## src/rtl/register_file_mp.sv

```systemverilog
// -----------------------------------------------------------------------------
// register_file_mp
//   Multi-read-port general purpose register file for the MIPS datapath.
//   Read addresses come from decode; the single write port comes from
//   writeback. A hardware clear sequencer zeroes one entry per clock after
//   reset, or when clr is requested. While it runs, busy holds the pipeline
//   off, reads return zero and writes are discarded.
//
// Parameters
//   DATA_W    register width in bits
//   ADDR_W    address width, DEPTH = 2**ADDR_W entries
//   NUM_RD    number of independent combinational read ports (>= 1)
//   ZERO_REG  1: entry 0 is hard-wired to zero, 0: ordinary register
//   BYPASS    1: same-cycle write data is forwarded to matching read ports
//
// Ports
//   clk      rising-edge clock
//   rst      asynchronous active-low reset
//   we       write enable
//   wa       write address
//   wd       write data
//   ra       packed read addresses, port i = ra[i*ADDR_W +: ADDR_W]
//   rd       packed read data,      port i = rd[i*DATA_W +: DATA_W]
//   clr      clear sweep request, only honoured while idle
//   busy     high while the clear sweep is running
//   wr_drop  one-cycle pulse, a write was discarded on the previous edge
// -----------------------------------------------------------------------------
module register_file_mp #(
    parameter int DATA_W   = 32,
    parameter int ADDR_W   = 5,
    parameter int NUM_RD   = 2,
    parameter int ZERO_REG = 1,
    parameter int BYPASS   = 1
) (
    input  logic                     clk,
    input  logic                     rst,
    input  logic                     we,
    input  logic [ADDR_W-1:0]        wa,
    input  logic [DATA_W-1:0]        wd,
    input  logic [NUM_RD*ADDR_W-1:0] ra,
    output logic [NUM_RD*DATA_W-1:0] rd,
    input  logic                     clr,
    output logic                     busy,
    output logic                     wr_drop
);

    localparam int DEPTH = 1 << ADDR_W;

    typedef enum logic {
        S_IDLE,
        S_CLEAR
    } state_t;

    state_t              r_state;
    state_t              w_stateNext;
    logic [ADDR_W-1:0]   r_ptr;
    logic [ADDR_W-1:0]   w_ptrNext;
    logic                r_wrDrop;
    logic [DATA_W-1:0]   r_mem [DEPTH];

    logic                w_busy;
    logic                w_memWe;
    logic [ADDR_W-1:0]   w_memAddr;
    logic [DATA_W-1:0]   w_memData;

    assign w_busy  = (r_state == S_CLEAR);
    assign busy    = w_busy;
    assign wr_drop = r_wrDrop;

    // Reset drops straight into the sweep, so the array needs no reset of its
    // own: the sequencer zeroes it one entry per edge starting at entry 0.
    always_ff @(posedge clk or negedge rst) begin
        if (!rst) begin
            r_state  <= S_CLEAR;
            r_ptr    <= '0;
            r_wrDrop <= 1'b0;
        end else begin
            r_state  <= w_stateNext;
            r_ptr    <= w_ptrNext;
            r_wrDrop <= we && w_busy;
        end
    end

    // The sweep and the writeback port share one physical write port: the
    // sweep owns it while clearing, writeback owns it while idle. A clr in the
    // clear state is ignored so a running sweep is never restarted.
    always_comb begin
        w_stateNext = r_state;
        w_ptrNext   = r_ptr;
        w_memWe     = 1'b0;
        w_memAddr   = wa;
        w_memData   = wd;
        case (r_state)
            S_IDLE: begin
                if (clr) begin
                    w_stateNext = S_CLEAR;
                    w_ptrNext   = '0;
                end
                if (we && !((ZERO_REG != 0) && (wa == '0))) begin
                    w_memWe = 1'b1;
                end
            end
            S_CLEAR: begin
                w_memWe   = 1'b1;
                w_memAddr = r_ptr;
                w_memData = '0;
                w_ptrNext = r_ptr + ADDR_W'(1);
                if (r_ptr == ADDR_W'(DEPTH - 1)) begin
                    w_stateNext = S_IDLE;
                end
            end
            default: begin
                w_stateNext = S_IDLE;
            end
        endcase
    end

    // Storage array, deliberately without reset.
    always_ff @(posedge clk) begin
        if (w_memWe) begin
            r_mem[w_memAddr] <= w_memData;
        end
    end

    // Each read port resolves independently. The busy check comes first so
    // half-cleared contents are never exposed, and the zero-register check
    // precedes the bypass so a discarded write to entry 0 is never forwarded.
    for (genvar g = 0; g < NUM_RD; g++) begin : g_rd
        logic [ADDR_W-1:0] w_ra;
        logic [DATA_W-1:0] w_rdPort;

        assign w_ra     = ra[g*ADDR_W +: ADDR_W];
        assign w_rdPort = w_busy                               ? '0 :
                          ((ZERO_REG != 0) && (w_ra == '0))    ? '0 :
                          ((BYPASS != 0) && we && (wa == w_ra)) ? wd :
                          r_mem[w_ra];
        assign rd[g*DATA_W +: DATA_W] = w_rdPort;
    end

endmodule

```

## config.mk

```make
export PLATFORM = sky130hd
export DESIGN_NAME = register_file_mp
export DESIGN_NICKNAME = d
export VERILOG_FILES = /design/src/rtl/register_file_mp.sv
export SDC_FILE = /design/constraint.sdc
export NUM_CORES = 1
export LEC_CHECK = 0
export BUFFER_PORTS_ARGS = -buffer_cell sky130_fd_sc_hd__buf_2
export CAP_MARGIN = 5
export CORE_MARGIN = 4
export CORE_UTILIZATION = 45
export DETAILED_ROUTE_END_ITERATION = 16
export SYNTH_ARGS = -nofsm -noshare
export SYNTH_HDL_FRONTEND = slang
export SYNTH_SLANG_ARGS = --single-unit
```

## constraint.sdc

```tcl
create_clock -name clk -period 3.99 [get_ports clk]
set_input_delay 0.5985 -clock clk [delete_from_list [all_inputs] [get_ports clk]]
set_output_delay 0.5985 -clock clk [all_outputs]
set_load 0.05 [all_outputs]
```

## Yosys cells after proc, flatten, opt, wreduce, memory -nomap -nowiden

Memory sizes are Yosys's and may differ from the RTL's.
Cells that the tools add are included.

- Bits in registers: 7
- Bits in writable memories: 1024
- Output and inout port bits: 66
- Word-level logic and storage cells: 35
- Memories: 1

- Add/subtract/negate cells: 1
- Eq/ne operators: 4
- Mux-type cells: 17
- Bitwise logic cells: 1
- Reductions and logical operators: 8

Memory list:

| name | depth | bits a word | rd ports | clocked after Yosys merged registers in | wr ports | line | RTL |
|---|---|---|---|---|---|---|---|
| r_mem | 32 | 32 | 2 | 0 | 1 | 59 | `logic [DATA_W-1:0] r_mem [DEPTH];` |

Operators by type and width:

| kind | count |
|---|---|
| 32-bit two-way mux | 7 |
| 5-bit zero test | 3 |
| 5-bit equality test | 2 |
| 5-bit two-way mux | 2 |
| 5-bit one-hot mux with 2 select lines | 1 |
| 5-bit by 1-bit adder with 5-bit output (second input constant) | 1 |
| 5-bit equality test (second input constant) | 1 |
| 1-bit two-way mux | 5 |
| 1-bit logical AND | 4 |
| 1-bit one-hot mux with 2 select lines | 2 |
| 2-bit != test (second input constant) | 1 |
| 1-bit zero test | 1 |
| 1-bit inverter | 1 |

## Longest topological paths before layout

- Depth in word-level cells: 7
- Depth in mapped cells: 10
- Mapped depth without buffers: 5

## Worst setup path after synthesis

Ideal clock, no wire load.

- Path kind: register to register
- Start: register r_state (netlist: busy)
- End: memory r_mem[0][0] (enable)
- Arrival time: 3.014 ns
- Setup slack: 0.554 ns
- Cell stages (with the launch flop): 6
- Buffers on the path: 1
- Cell sequence: dfstp_2 clkbuf_1 mux2_2 nor2_1 nand2_1 nor2_1

- Cells in the longest elaborated chain, start to end: 4

RTL lines:

| item | line | RTL |
|---|---|---|
| from (decl) | 54 | `state_t r_state;` |
| from (signal assigned) | 78 | `r_state <= w_stateNext;` |
| 1-bit inverter | - |  |
| 1-bit one-hot mux with 2 select lines | 93 | `case (r_state)` |
| 1-bit two-way mux | 120 | `if (w_memWe) begin` |
| 1-bit two-way mux (not written as such) | 121 | `r_mem[w_memAddr] <= w_memData;` |
| to (decl) | 59 |  |

Parallel ways exist; a longest one is shown, timed or not.

## Worst setup path after layout

- Start: input ra[5]
- End: output rd[47]

- Cells in the longest elaborated chain, start to end: 5

RTL lines:

| item | line | RTL |
|---|---|---|
| from (decl) | 40 | `input logic [NUM_RD*ADDR_W-1:0] ra,` |
| parallel branches: the longest is 3 deep, another holds memory read 32 x 32 bit | - |  |
| 32-bit two-way mux * | 134 | `((ZERO_REG != 0) && (w_ra == '0)) ? '0 :` |
| 32-bit two-way mux * | 133 | `assign w_rdPort = w_busy ? '0 :` |
| to (decl) | 41 | `output logic [NUM_RD*DATA_W-1:0] rd,` |

Mark *: on every way between the ends.

==> results.toml <==
[sta]
final.min_clock_period_ns = 3.89
setup_tns_ns = 0
drv_slew = 0
finClkSkew_ns = 0.0153
hold_ws_ns = 0.167
relSlewSlack_pct = 17.7
hold_viol = 0
rsz0062_at_grt = "no"
max_freq_mhz = 257
worst_slew_pin_slew_ns = 1.23
period_share_pct = 97.4
setup_viol = 0

[logic_synthesis]
synth.area.top_cells = "edfxtp_1, mux4_2, mux2i_1"
synth-seq-area-share_pct = 62.8
synth_async_sr_flop_share_pct = 0.679
syn_area_per_cell_um2 = 17.4
syn-num-nets = 2877
synth_top_area_share_pct = 62.4
syn-cell-area_um2 = 49200
yosysMostFrequentCell = "edfxtp_1"
synth_flop_cell = "edfxtp_1"
syn_inst = 2824
synth_edf_count = 1024
netlist_top_cells_count = "edfxtp_1, mux2i_1, mux4_2"
ys_seq_elements = 1031
synth_area_leader_cell = "edfxtp_1"
yosysUniqueCellTypes = 50
yosysWarnings = 0

[setup_path]
worst-endpoint-required_ns = 3.39
cp_cell_sequence = "buf_8 -> buf_12 -> mux4_2 -> mux2_2 -> o221ai_1 -> a31oi_1 -> buf_12"
crit_fanout = 42
cp-start-kind = "primary input"
crit_type = "primary input to primary output"
crit_path_end_kind = "primary output"
path_common_cell = "buf_12"
rr_worst_depth = 5
slowest_stage = "mux4_2"
cp_data_arrival_time_ns = 3.29
critPathMaxStageDelay_ns = 0.56

[drt]
antenna_left = 0
post_drt_wl_per_cell_um = 36.7
finalWirelength_um = 167000
vias = 31400
drc = 0
firstDrtPassIters = 5
vias_per_cell = 6.90
drt_iter0_drc = 4384

[power]
irDropWorstVdd_mv = 0.551
sw_frac_of_total_pct = 29.1
power_frac_seq_pct = 46.6
p_per_area_nw_per_um2 = 531
total_leakage_power_nw = 19.7
switchingPower_mw = 8.87
intPower_mw = 21.6
power_frac_comb_pct = 19.9
clkPwrFrac_pct = 33.4
finalPower_mw = 30.5

[cts]
cts.path.max_buffers = 3
tritoncts = "done"
post_cts_buffers = 0
cts_hold_buf = 1
clk_root_buffer_cell = "clkbuf_16"
cts_max_level = 3
cts_buffers = 111
clock_latency_ns = 0.70
cts-resized-gates = 0
cts.sinks = 1031
clk_pin_slew_worst_paths_ns = 0.06

[run]
drv_cap = 0

[die]
die_height_um = 339
initial_utilization_pct = 45.3
die_x_um = 339
ios = 117
die_area_um2 = 115000
core_area_um2 = 109000
rows = 121

[placement]
place_congestion = 0.853
dpl.cell_count = 4351
io_buffers = 116
dp_hpwl_um = 103000

[layout]
fin_nets = 3104
antenna_cells = 0
drive_gt1_share_pct = 30.4
syn_to_final_growth_pct = 16.4
fin_cells = 4557

[min_path]
hp-class = "primary input to register"
hold_depth = 2

[grt]
grt_pass1_vias = 31600
grt_antenna_before_repair = 2
grt_use_total_pct = 28.5
grt_start_max_net_pins = 51
grt_first_pass_wirelength_um = 234000
overflow = 0

[run_status]
status = "complete, no violations"
==> path summary, 6_finish.rpt <==
kind	from	endpoint	slack, ns
max	ra[5]	rd[47]	0.10
min	clr	r_ptr[1]	0.17
max reg2reg	busy	r_mem[9][19]	1.12
min reg2reg	r_ptr[3]	r_ptr[3]	0.60
max in group asynchronous	rst	busy	3.49
min in group asynchronous	rst	wr_drop	0.26
==> worst max-delay path: cells and delay by family <==
family	cells	cell delay, ns
AO/OA/AOI/OAI	2	0.79
buffers and inverters	3	0.94
multiplexers	2	0.85
==> cells in the final DEF (no fill, tap or decap), types with 65 or more instances in the layout <==
cell type and count:
mux4_2 320, mux2i_1 441, o21ai_0 100, edfxtp_1 1024, o22ai_1 90, buf_12 96, clkbuf_16 114, o221ai_1 66
buf_2 75, buf_4 175, a22oi_1 65
==> power groups by stage <==
| stage | clock network, mW | logic, mW | registers, mW |
|---|---|---|---|
| after CTS | 10.3 | 6.02 | 14.2 |
| after detailed placement | 0 | 6.01 | 14.4 |
| final | 10.2 | 6.07 | 14.2 |
| after global routing | 10.8 | 6.28 | 14.3 |
| after floorplan | 0 | 3.19 | 14.3 |
| after global placement | 0 | 5.92 | 14.3 |
==> state kept, by name, indices dropped and copies added, names as in the netlist <==
register / count
busy: 1
r_mem: 1024
r_ptr: 5
wr_drop: 1
==> metal layers <==
metal	vias to the layer above	global-route usage, %	share of wire, %
met2	2025	44.9	46
met5	-	0	0.0072
met1	16600	38.8	38
met3	404	6.36	11
li1	12400	-	-
met4	2	11.7	4.5
==> metrics by stage <==
| step | instance area, um2 | setup slack, ns | utilization [%] |
|---|---|---|---|
| after floorplan | 49200 | 0.554 | - |
| after global placement | 53700 | 0.129 | 49.4 |
| after detailed placement | 53700 | 0.0997 | 49.4 |
| after CTS | 57300 | 0.0948 | 52.7 |
| after global routing | 57300 | 0.0384 | 52.7 |
| final | 57300 | 0.102 | 52.7 |
==> cells by family after synthesis <==
logic type / synth area share, %
buffers and inverters: 2.71
and+or+nand+nor: 2.39
AOI/OAI and AO/OA: 7.26
DFF: 62.8
muxes: 24.6
adders and majority gates: 0.0508
xor gates and xnor gates: 0.213
==> layout make-up <==
type / count / area (um2)
fillers: 8585 / 51400
inverters: 3 / 11.3
clock buffers: 127 / 2900
multi-input cells: 1552 / 17300
flip-flops and latches: 1031 / 30900
well taps: 1414 / 1770
repair buffers: 352 / 3680
clock inverters: 78 / 684
Note: power is estimated with default switching activity, not from simulation.
